File: src/rtl/irq_arbiter_pkg.sv
// Shared constants for the platform interrupt arbiter: register addresses,
// the "no interrupt" ID and the claim-ID width helper.
package irq_arbiter_pkg;

  localparam logic [4:0] IRQ_A_PENDING   = 5'd0;
  localparam logic [4:0] IRQ_A_ENABLE    = 5'd1;
  localparam logic [4:0] IRQ_A_THRESHOLD = 5'd2;
  localparam logic [4:0] IRQ_A_CLAIM     = 5'd3;
  localparam logic [4:0] IRQ_A_PRIO_BASE = 5'd8;

  localparam int unsigned IRQ_ID_NONE = 0;

  // IDs run 1..n_src with 0 reserved for "none".
  function automatic int unsigned irq_id_width(int unsigned n_src);
    return $clog2(n_src + 1);
  endfunction

endpackage

File: src/rtl/irq_gateway.sv
// Per-source interrupt gateway: 2-flop synchroniser plus pending and
// in-service flags driven by the arbiter's claim/complete pulses.
module irq_gateway (
  input  logic CLK,
  input  logic reset,
  input  logic src_i,
  input  logic claim_i,
  input  logic complete_i,
  output logic pending_o
);

  logic sync1_q, sync2_q;
  logic pending_q, pending_d;
  logic in_service_q, in_service_d;

  always_comb begin
    pending_d    = pending_q;
    in_service_d = in_service_q;
    if (claim_i) begin
      pending_d    = 1'b0;
      in_service_d = 1'b1;
    end else begin
      if (complete_i) in_service_d = 1'b0;
      // Re-pend only once the previous request has been fully retired.
      if (sync2_q && !pending_q && !in_service_q) pending_d = 1'b1;
    end
  end

  always_ff @(posedge CLK or posedge reset) begin
    if (reset) begin
      sync1_q      <= 1'b0;
      sync2_q      <= 1'b0;
      pending_q    <= 1'b0;
      in_service_q <= 1'b0;
    end else begin
      sync1_q      <= src_i;
      sync2_q      <= sync1_q;
      pending_q    <= pending_d;
      in_service_q <= in_service_d;
    end
  end

  assign pending_o = pending_q;

endmodule

File: src/rtl/irq_arbiter.sv
// Interrupt arbiter top: register file, winner selection and read mux.
// Define IRQ_ARBITER_PRIO_EN for per-source priority registers; otherwise all sources have priority 1.
module irq_arbiter
  import irq_arbiter_pkg::*;
#(
  parameter int unsigned N_SRC  = 8,
  parameter int unsigned PRIO_W = 3
) (
  input  logic              CLK,
  input  logic              reset,
  input  logic [N_SRC-1:0]  src,
  input  logic [4:0]        A,
  input  logic              WE,
  input  logic              RE,
  input  logic [31:0]       WD,
  output logic [31:0]       RD,
  output logic              externalIRQ
);

  localparam int unsigned ID_W = irq_id_width(N_SRC);

  logic [N_SRC-1:0]  enable_q, enable_d;
  logic [PRIO_W-1:0] threshold_q, threshold_d;
  logic [ID_W-1:0]   best_id_q, best_id_d;
  logic [PRIO_W-1:0] best_prio;
  logic [PRIO_W-1:0] prio_eff [N_SRC];
  logic [N_SRC-1:0]  pending, claim_vec, complete_vec, cand;
  logic              claim_en, complete_en;
  logic              unused_wd;

  assign claim_en    = RE && (A == IRQ_A_CLAIM);
  assign complete_en = WE && (A == IRQ_A_CLAIM);
  assign unused_wd   = ^WD;

  always_comb begin
    claim_vec    = '0;
    complete_vec = '0;
    for (int i = 0; i < N_SRC; i++) begin
      claim_vec[i]    = claim_en && (best_id_q == ID_W'(i + 1));
      complete_vec[i] = complete_en && (WD[4:0] == 5'(i + 1));
    end
  end

  for (genvar g = 0; g < N_SRC; g++) begin : g_gw
    irq_gateway u_gw (
      .CLK        (CLK),
      .reset      (reset),
      .src_i      (src[g]),
      .claim_i    (claim_vec[g]),
      .complete_i (complete_vec[g]),
      .pending_o  (pending[g])
    );
  end

  always_comb begin
    enable_d    = enable_q;
    threshold_d = threshold_q;
    if (WE && (A == IRQ_A_ENABLE))    enable_d    = WD[N_SRC-1:0];
    if (WE && (A == IRQ_A_THRESHOLD)) threshold_d = WD[PRIO_W-1:0];
  end

`ifdef IRQ_ARBITER_PRIO_EN
  logic [PRIO_W-1:0] prio_q [N_SRC];
  logic [PRIO_W-1:0] prio_d [N_SRC];

  always_comb begin
    prio_d = prio_q;
    for (int i = 0; i < N_SRC; i++) begin
      if (WE && (int'(A) == int'(IRQ_A_PRIO_BASE) + i)) prio_d[i] = WD[PRIO_W-1:0];
    end
  end

  always_ff @(posedge CLK or posedge reset) begin
    if (reset) begin
      for (int i = 0; i < N_SRC; i++) prio_q[i] <= '0;
    end else begin
      prio_q <= prio_d;
    end
  end

  assign prio_eff = prio_d;
`else
  always_comb begin
    for (int i = 0; i < N_SRC; i++) prio_eff[i] = PRIO_W'(1);
  end
`endif

  // Winner is taken from the post-edge view: fresh register values and the
  // claimed source already removed, so back-to-back claims never repeat.
  always_comb begin
    best_id_d = ID_W'(IRQ_ID_NONE);
    best_prio = '0;
    cand      = pending & ~claim_vec & enable_d;
    for (int i = 0; i < N_SRC; i++) begin
      if (cand[i] && (prio_eff[i] > threshold_d) && (prio_eff[i] > best_prio)) begin
        best_prio = prio_eff[i];
        best_id_d = ID_W'(i + 1);
      end
    end
  end

  always_ff @(posedge CLK or posedge reset) begin
    if (reset) begin
      enable_q    <= '0;
      threshold_q <= '0;
      best_id_q   <= '0;
    end else begin
      enable_q    <= enable_d;
      threshold_q <= threshold_d;
      best_id_q   <= best_id_d;
    end
  end

  assign externalIRQ = (best_id_q != ID_W'(IRQ_ID_NONE));

  always_comb begin
    RD = '0;
    case (A)
      IRQ_A_PENDING:   RD[N_SRC-1:0]  = pending;
      IRQ_A_ENABLE:    RD[N_SRC-1:0]  = enable_q;
      IRQ_A_THRESHOLD: RD[PRIO_W-1:0] = threshold_q;
      IRQ_A_CLAIM:     RD[ID_W-1:0]   = best_id_q;
      default: begin
`ifdef IRQ_ARBITER_PRIO_EN
        for (int i = 0; i < N_SRC; i++) begin
          if (int'(A) == int'(IRQ_A_PRIO_BASE) + i) RD[PRIO_W-1:0] = prio_q[i];
        end
`endif
      end
    endcase
  end

endmodule
File: config.mk
export PLATFORM = sky130hd
export DESIGN_NAME = irq_arbiter
export DESIGN_NICKNAME = d
export VERILOG_FILES = /design/src/rtl/irq_arbiter_pkg.sv /design/src/rtl/irq_gateway.sv /design/src/rtl/irq_arbiter.sv
export SDC_FILE = /design/constraint.sdc
export NUM_CORES = 1
export LEC_CHECK = 0
export ABC_CLOCK_PERIOD_IN_PS = 2300
export BUFFER_PORTS_ARGS = -buffer_cell sky130_fd_sc_hd__buf_2
export CORE_ASPECT_RATIO = 0.75
export CORE_MARGIN = 2
export CORE_UTILIZATION = 50
export DETAILED_ROUTE_END_ITERATION = 8
export PLACE_DENSITY = 0.79
export SYNTH_ARGS = -nofsm -noshare
export SYNTH_HDL_FRONTEND = slang
export SYNTH_HIERARCHICAL = 1
export SYNTH_SLANG_ARGS = --single-unit
File: constraint.sdc
create_clock -name CLK -period 2.3 [get_ports CLK]
set_clock_uncertainty 0.2 [all_clocks]
set_input_delay 0.46 -clock CLK [delete_from_list [all_inputs] [get_ports CLK]]
set_output_delay 0.46 -clock CLK [all_outputs]
set_load 0.01 [all_outputs]
==> results of run 1 <==
logic make-up after synthesis:
group / after synthesis / share of synthesized area
and+or+nand+nor: 79 / 0.196
other: 1 / 0.00150
DFF: 47 / 0.470
muxes: 14 / 0.0735
AOI/OAI and AO/OA: 40 / 0.127
buffers and inverters: 63 / 0.132
routing by layer:
metal | share of wire | vias up | GRT usage | wire, um
met2 | 0.46 | 72 | 0.348 | 2550
met4 | 0.013 | 0 | 0.0635 | 75
met3 | 0.070 | 10 | 0.0490 | 394
li1 | - | 889 | - | -
met1 | 0.46 | 917 | 0.319 | 2580
met5 | 0 | - | 0 | 0
where the power goes:
part | total (W) | switching, W | internal [W]
registers | 0.000958 | 0.0000508 | 0.000907
clock network | 0.000625 | 0.000274 | 0.000352
logic | 0.000429 | 0.000235 | 0.000195
cells in the mapped netlist (2+ instances only):
| cell type | instances |
|---|---|
| dfrtp_1 | 47 |
| inv_1 | 30 |
| buf_4 | 24 |
| nand2b_1 | 11 |
| nor2_1 | 11 |
| nor3_1 | 9 |
| a21o_2 | 8 |
| a21oi_2 | 8 |
| mux2i_1 | 6 |
| nand2_1 | 6 |
| nand3_1 | 6 |
| mux2_2 | 5 |
| o21ai_0 | 5 |
| clkbuf_1 | 4 |
| nor2b_1 | 4 |
| nor4_1 | 4 |
| or2_2 | 4 |
| a211oi_1 | 3 |
| a21oi_1 | 3 |
| and2_1 | 3 |
| and3b_1 | 3 |
| buf_2 | 3 |
| mux4_2 | 3 |
| a21boi_0 | 2 |
| a31oi_1 | 2 |
| and3_1 | 2 |
| buf_1 | 2 |
| nand3b_1 | 2 |
| nand4b_1 | 2 |
| nor3b_1 | 2 |
| o221ai_2 | 2 |
| o31ai_1 | 2 |
| o41ai_1 | 2 |
| or3_1 | 2 |
worst paths after layout:
path,endpoint,slack [ns],cells after the start
max in group asynchronous,best_id_q[3],0.75,3
setup / recovery,externalIRQ,0.06,3
setup reg to reg,best_id_q[3],0.22,5
hold / removal,g_gw[2].u_gw/sync1_q,0.06,1
hold reg to reg,g_gw[5].u_gw/sync2_q,0.15,0
min in group asynchronous,g_gw[3].u_gw/sync1_q,0.48,3
final cells by class:
cell class | count | area (um^2) | share of cell area
clock buffers | 6 | 82.6 | 0.0282
clock inverters | 2 | 35.0 | 0.0120
inverters | 30 | 113 | 0.0384
multi-input cells | 157 | 1090 | 0.374
flip-flops and latches | 47 | 1180 | 0.402
well taps | 60 | 75.1 | 0.0256
repair buffers | 57 | 352 | 0.120
layout by cell type (no fill, tap or decap), types with 3 or more instances in the layout:
cell	n
dfrtp_1	46
buf_2	33
inv_1	30
conb_1	24
buf_4	22
nand2b_1	11
nor2_1	11
nor3_1	9
a21o_2	8
a21oi_2	8
nand3_1	6
nand2_1	6
mux2i_1	6
clkbuf_8	6
o21ai_0	5
mux2_2	5
nor2b_1	4
or2_2	4
nor4_1	4
and2_1	3
a21oi_1	3
a211oi_1	3
and3b_1	3
mux4_2	3
what timing repair did:
| item | in CTS | in global routing |
|---|---|---|
| endpoints found under the setup margin | 1 | 2 |
| gates resized for setup | 1 | 2 |
| gates cloned | 0 | 0 |
| pin swaps | 0 | 0 |
| hold buffers | 1 | 0 |
| hold endpoints to repair | 32 | 0 |
state kept, by name, summed over array words and instances, names as in the netlist:
signal                  count
g_gw.u_gw/sync1_q           8
enable_q                    8
g_gw.u_gw/sync2_q           8
threshold_q                 3
best_id_q                   4
g_gw.u_gw/in_service_q      8
g_gw.u_gw/pending_o         8
metrics by stage:
step | setup WS [ns] | hold WS [ns] | cell area [um^2] | util | cells
floorplan | 0.0329 | 0.0261 | 2600 | - | 267
global placement | -0.157 | 0.132 | 2790 | 0.576 | 350
detailed placement | -0.182 | 0.135 | 2790 | 0.576 | 350
CTS | 0.0450 | 0.0475 | 2920 | 0.604 | 359
global route | 0.00847 | 0.0430 | 2930 | 0.605 | 359
finish | 0.0626 | 0.0553 | 2930 | 0.605 | 359
worst register-to-register path, delay by kind of cell, from the launching register on:
kind	cells	cell delay (ns)
and+or+nand+nor	4	1.22
DFF	1	0.45
AOI/OAI and AO/OA	1	0.15
==> qor.yml, run 1 <==
status: "finished clean"
required_ns: 1.64
min_period_ns: 2.24
core_um2: 4840
setup-violations-final: 0
yosysWarnings: 6
die_y_um: 65.3
fillers: 427
cp.arrival_ns: 1.58
p_leak_nw: 1.50
critPathTopFamily: "simple AND/OR/NAND/NOR gates"
grt_use_total: 0.224
htree_levels: 2
drtIter0Drc: 160
synthCells: 244
slowest_stage: "dfrtp_2"
postSynth.asyncResetShare: 1.00
cts_made_buffers: 5
synth_area_leader_cell: "dfrtp_1"
drive_gt1_frac: 0.334
clock-sinks: 47
synthTopCellsByArea: "dfrtp_1 (47%), buf_4 (7.2%), inv_1 (4.5%)"
grt_overflow_total: 0
syn_to_final_growth_pct: 17.1
route.antenna.remaining_nets: 0
num_io_pins: 82
cp_num_buf_inv: 1
worstSetupEndpointType: "primary output"
synth_cell_type_count: 46
ys_seq_area_frac: 0.470
crit_path_start_kind: "flop"
critPathLaunch: "best_id_q[3]"
avgRoutedWirePerCell_um: 15.6
final_nets: 347
cts_buffer_depth: 2
setup_tns_ns: 0
clock_latency_ns: 0.30
hold_viol: 0
critPathMaxFanout: 6
ys_ff_latch: 47
slew_violations: 0
worstMarginPinSlew_ns: 0.649
die-area_um2: 5590
antenna_cells: 0
start_util: 0.516
powerDensity_nw_per_um2: 687
power.total_w: 0.00201
path_clk_slew_ns: 0.08
synth_edf_count: 0
grt_pass1_vias: 1840
cts_tree: "yes"
cts_root_buf: "clkbuf_8"
peakVddDrop_mv: 0.452
row_count: 22
yosysTopAreaCellShare: 0.470
worstSetupPathType: "flop to primary output"
min_path_type: "primary input to flop"
worstReg2RegStart: "best_id_q[3]"
fmax_mhz: 447
grt_pass1_wl_um: 9360
gp_congestion: 0.866
cpPeakStageDelay_ns: 0.45
hp-start: "src[2]"
die_x_um: 85.7
dr_total_vias: 1888
synthFlopType: "dfrtp_1"
crit_chain: "or2_2, or3_1, buf_2"
max_cap_viol_count: 0
wirelength_um: 5600
antenna_found_initial: 0
grt_start_max_net_pins: 16
drcViolationCount: 0
rsz0062_at_grt: "no"
fin_crit_sh: 0.973
relSlewSlack: 0.567
dr.pass1.iters: 4
avgSynthCellArea_um2: 10.3
post-cts-setup-buffers: 0
routed_via_density: 5.26
port-buffer-count: 33
syn_area_um2: 2500
hpwl_um: 4340
(Power assumes the default switching activity.)
==> inputs of run 2 (changes only) <==
--- a/config.mk
+++ b/config.mk
@@ -11,8 +11,7 @@
 export CORE_MARGIN = 2
 export CORE_UTILIZATION = 50
 export DETAILED_ROUTE_END_ITERATION = 8
-export PLACE_DENSITY = 0.79
+export PLACE_DENSITY = 0.8
 export SYNTH_ARGS = -nofsm -noshare
 export SYNTH_HDL_FRONTEND = slang
-export SYNTH_HIERARCHICAL = 1
 export SYNTH_SLANG_ARGS = --single-unit
==> qor.yml, run 2 <==
synthFlopType: "dfrtp_1"
max_cap_viol_count: 0  # unchanged
grt_pass1_vias: 1772  # -3.7%
final_nets: 344  # -0.86%
yosysWarnings: 0  # -6
cp.arrival_ns: 2.36  # +0.78 ns
multi_input_area_um2: 1050  # -3.7%
synth_common_cells: "dfrtp_1 (47), buf_4 (25), nand2_1 (13)"
antenna_cells: 0  # unchanged
fin_ws_ns: -0.0730  # -0.136 ns
status: "finished, violations left"
row_count: 21  # -4.5%
final-seq-area_um2: 1180  # -0.11%
synth_edf_count: 0  # unchanged
rsz0062_at_grt: "yes"
dpl_cell_area_um2: 2780  # -0.49%
worstSetupPathType: "primary input to flop"
drtIter0Drc: 106  # -34%
peakVddDrop_mv: 0.478  # +5.8%
ys_seq_area_frac: 0.504  # +0.0338
powerDensity_nw_per_um2: 695  # +1.1%
critPathMaxFanout: 3  # -3
ys_ff_latch: 47  # unchanged
die_x_um: 82.9  # -3.3%
switchingPower_w: 0.000575  # +2.8%
synth_cell_type_count: 43  # -6.5%
power.total_w: 0.00204  # +1.5%
setup_tns_ns: -0.0730  # -0.0730 ns
min_path_type: "primary input to flop"
hold_viol: 0  # unchanged
yosysTopAreaCellShare: 0.504  # +0.0338
combPwrFrac: 0.240  # +0.027
grt_start_max_net_pins: 28  # +12
grt_use_total: 0.212  # -0.0120
required_ns: 2.29  # +0.65 ns
routed_via_density: 5.26  # about the same
clock_latency_ns: 0.30  # about the same
fin_crit_sh: 1.03  # +0.0590
synthTopCellsByArea: "dfrtp_1 (50%), buf_4 (8.0%), nand2b_1 (3.2%)"
seqPwrFrac: 0.474  # -0.002
drcViolationCount: 0  # unchanged
violations: "negative setup slack"
p_int_w: 0.00147  # +1.1%
p_sw_frac: 0.281  # +0.00332
clockPowerShare: 0.286  # -0.025
final_common_cell: "dfrtp_1"
grt_overflow_total: 0  # unchanged
syn_area_um2: 2330  # -6.7%
fmax_mhz: 421  # -5.7%
min_period_ns: 2.37  # +0.136 ns
antenna_found_initial: 0  # unchanged
p_leak_nw: 1.47  # -1.8%
setup-violations-final: 1  # +1
cts_made_buffers: 5  # unchanged
syn_to_final_growth_pct: 26.1
final_area_um2: 2940  # +0.47%
grt_pass1_wl_um: 8760  # -6.3%
cts_tree: "yes"
slew_violations: 0  # unchanged
die-area_um2: 5240  # -6.3%
synthCells: 220  # -9.8%
num_io_pins: 82  # unchanged
postSynth.asyncResetShare: 1.00  # unchanged
dr_total_vias: 1853  # -1.9%
avgRoutedWirePerCell_um: 15.3  # -1.8%
worstSetupEndpointType: "flop"
core_um2: 4470  # -7.8%
dr.pass1.iters: 4  # unchanged
pre_cts_ws_ns: -0.408  # -0.226 ns
clock-sinks: 47  # unchanged
yosysMostFrequentCell: "dfrtp_1"
hpwl_um: 4090  # -5.9%
fillers: 360  # -16%
gp_congestion: 0.932  # +7.6%
final_cell_mix: "dfrtp_1 (47), buf_4 (40), buf_2 (31), conb_1 (24), nand2_1 (13)"
port-buffer-count: 33  # unchanged
crit_path_start_kind: "primary input"
avgSynthCellArea_um2: 10.6  # +3.5%
start_util: 0.522  # +0.00614
cts_root_buf: "clkbuf_8"
drive_gt1_frac: 0.346  # +0.0113
htree_levels: 2  # unchanged
cts_buffer_depth: 2  # unchanged
post-cts-setup-buffers: 0  # unchanged
route.antenna.remaining_nets: 0  # unchanged
die_y_um: 63.2  # -3.2%
path_clk_slew_ns: 0.09  # about the same
synth_area_leader_cell: "dfrtp_1"
wirelength_um: 5390  # -3.7%
==> run 2: cell count changes in the layout (fill, tap and decap cells not counted), sizes merged, moves of 4 or more <==
cell	previous run	this run
o21ai	5	10
inv	30	8
buf	56	74
a21oi	11	7
a21o	8	3
nand2	6	13
a211o	0	4
==> run 2: layout make-up <==
cell class | instances | share of cell area
sequential | 47 | 0.400
multi-input combinational | 158 | 0.358
timing repair buffer | 75 | 0.173
clock buffer | 6 | 0.0247
tap | 57 | 0.0242
clock inverter | 1 | 0.0102
inverter | 8 | 0.0102
==> run 2: repair_timing <==
item	4_1_cts	5_1_grt
endpoints found under the setup margin	11	6
gates resized for setup	6	12
hold endpoints to repair	20	0
hold buffers	1	0
pin swaps	1	1
==> run 2: kinds of logic (layout without fill, tap and decap cells) <==
kind of cell / Yosys count / after routing / synth area share
simple gates: 81 / 81 / 0.203
compound gates: 40 / 40 / 0.113
flops: 47 / 47 / 0.504
mux: 13 / 13 / 0.0740
other cells: 1 / 24 / 0.00161
buf+inv: 38 / 90 / 0.105
==> run 2: path summary, 6_finish.rpt <==
path / from / endpoint / slack [ns] / cells after the start
worst max-delay path: A[4] / g_gw[5].u_gw.in_service_q / -0.07 / 6
worst max register to register: best_id_q[2] / best_id_q[3] / 0.22 / 7
worst min-delay path: src[1] / g_gw[1].u_gw.sync1_q / 0.06 / 1
worst min register to register: g_gw[2].u_gw.sync1_q / g_gw[2].u_gw.sync2_q / 0.15 / 0
min in group asynchronous: reset / g_gw[5].u_gw.pending_o / 0.51 / 3
max in group asynchronous: reset / g_gw[0].u_gw.sync1_q / 0.90 / 4
==> run 2: worst max-delay path: stages <==
cell and delay, ns:
buf_6 0.10, or4b_4 0.53, or3_4 0.38, or3b_4 0.38, or3b_1 0.35, a21o_1 0.18
==> run 2: power by group through the flow <==
stage               logic (W)  registers [W]  clock network (W)
floorplan            0.000318       0.000960                  0
global placement     0.000453       0.000978                  0
detailed placement   0.000459       0.000983                  0
CTS                  0.000471       0.000965           0.000593
global route         0.000533       0.000981           0.000630
finish               0.000490       0.000970           0.000584
==> run 2: routing by layer <==
metal  GRT usage  up-vias  routed length [um]
met5           0        -                   0
met4      0.0451        0                  42
met3      0.0446        8                 309
met2       0.336       67                2530
met1       0.304      899                2510
li1            -      879                   -
==> run 2: metrics by stage <==
stage | instances | utilization | hold slack [ns]
3_3_place_gp | 344 | 0.622 | 0.132
2_1_floorplan | 243 | - | 0.131
6_report | 352 | 0.659 | 0.0615
3_5_place_dp | 344 | 0.622 | 0.135
4_1_cts | 352 | 0.652 | 0.0541
5_1_grt | 352 | 0.659 | 0.0431
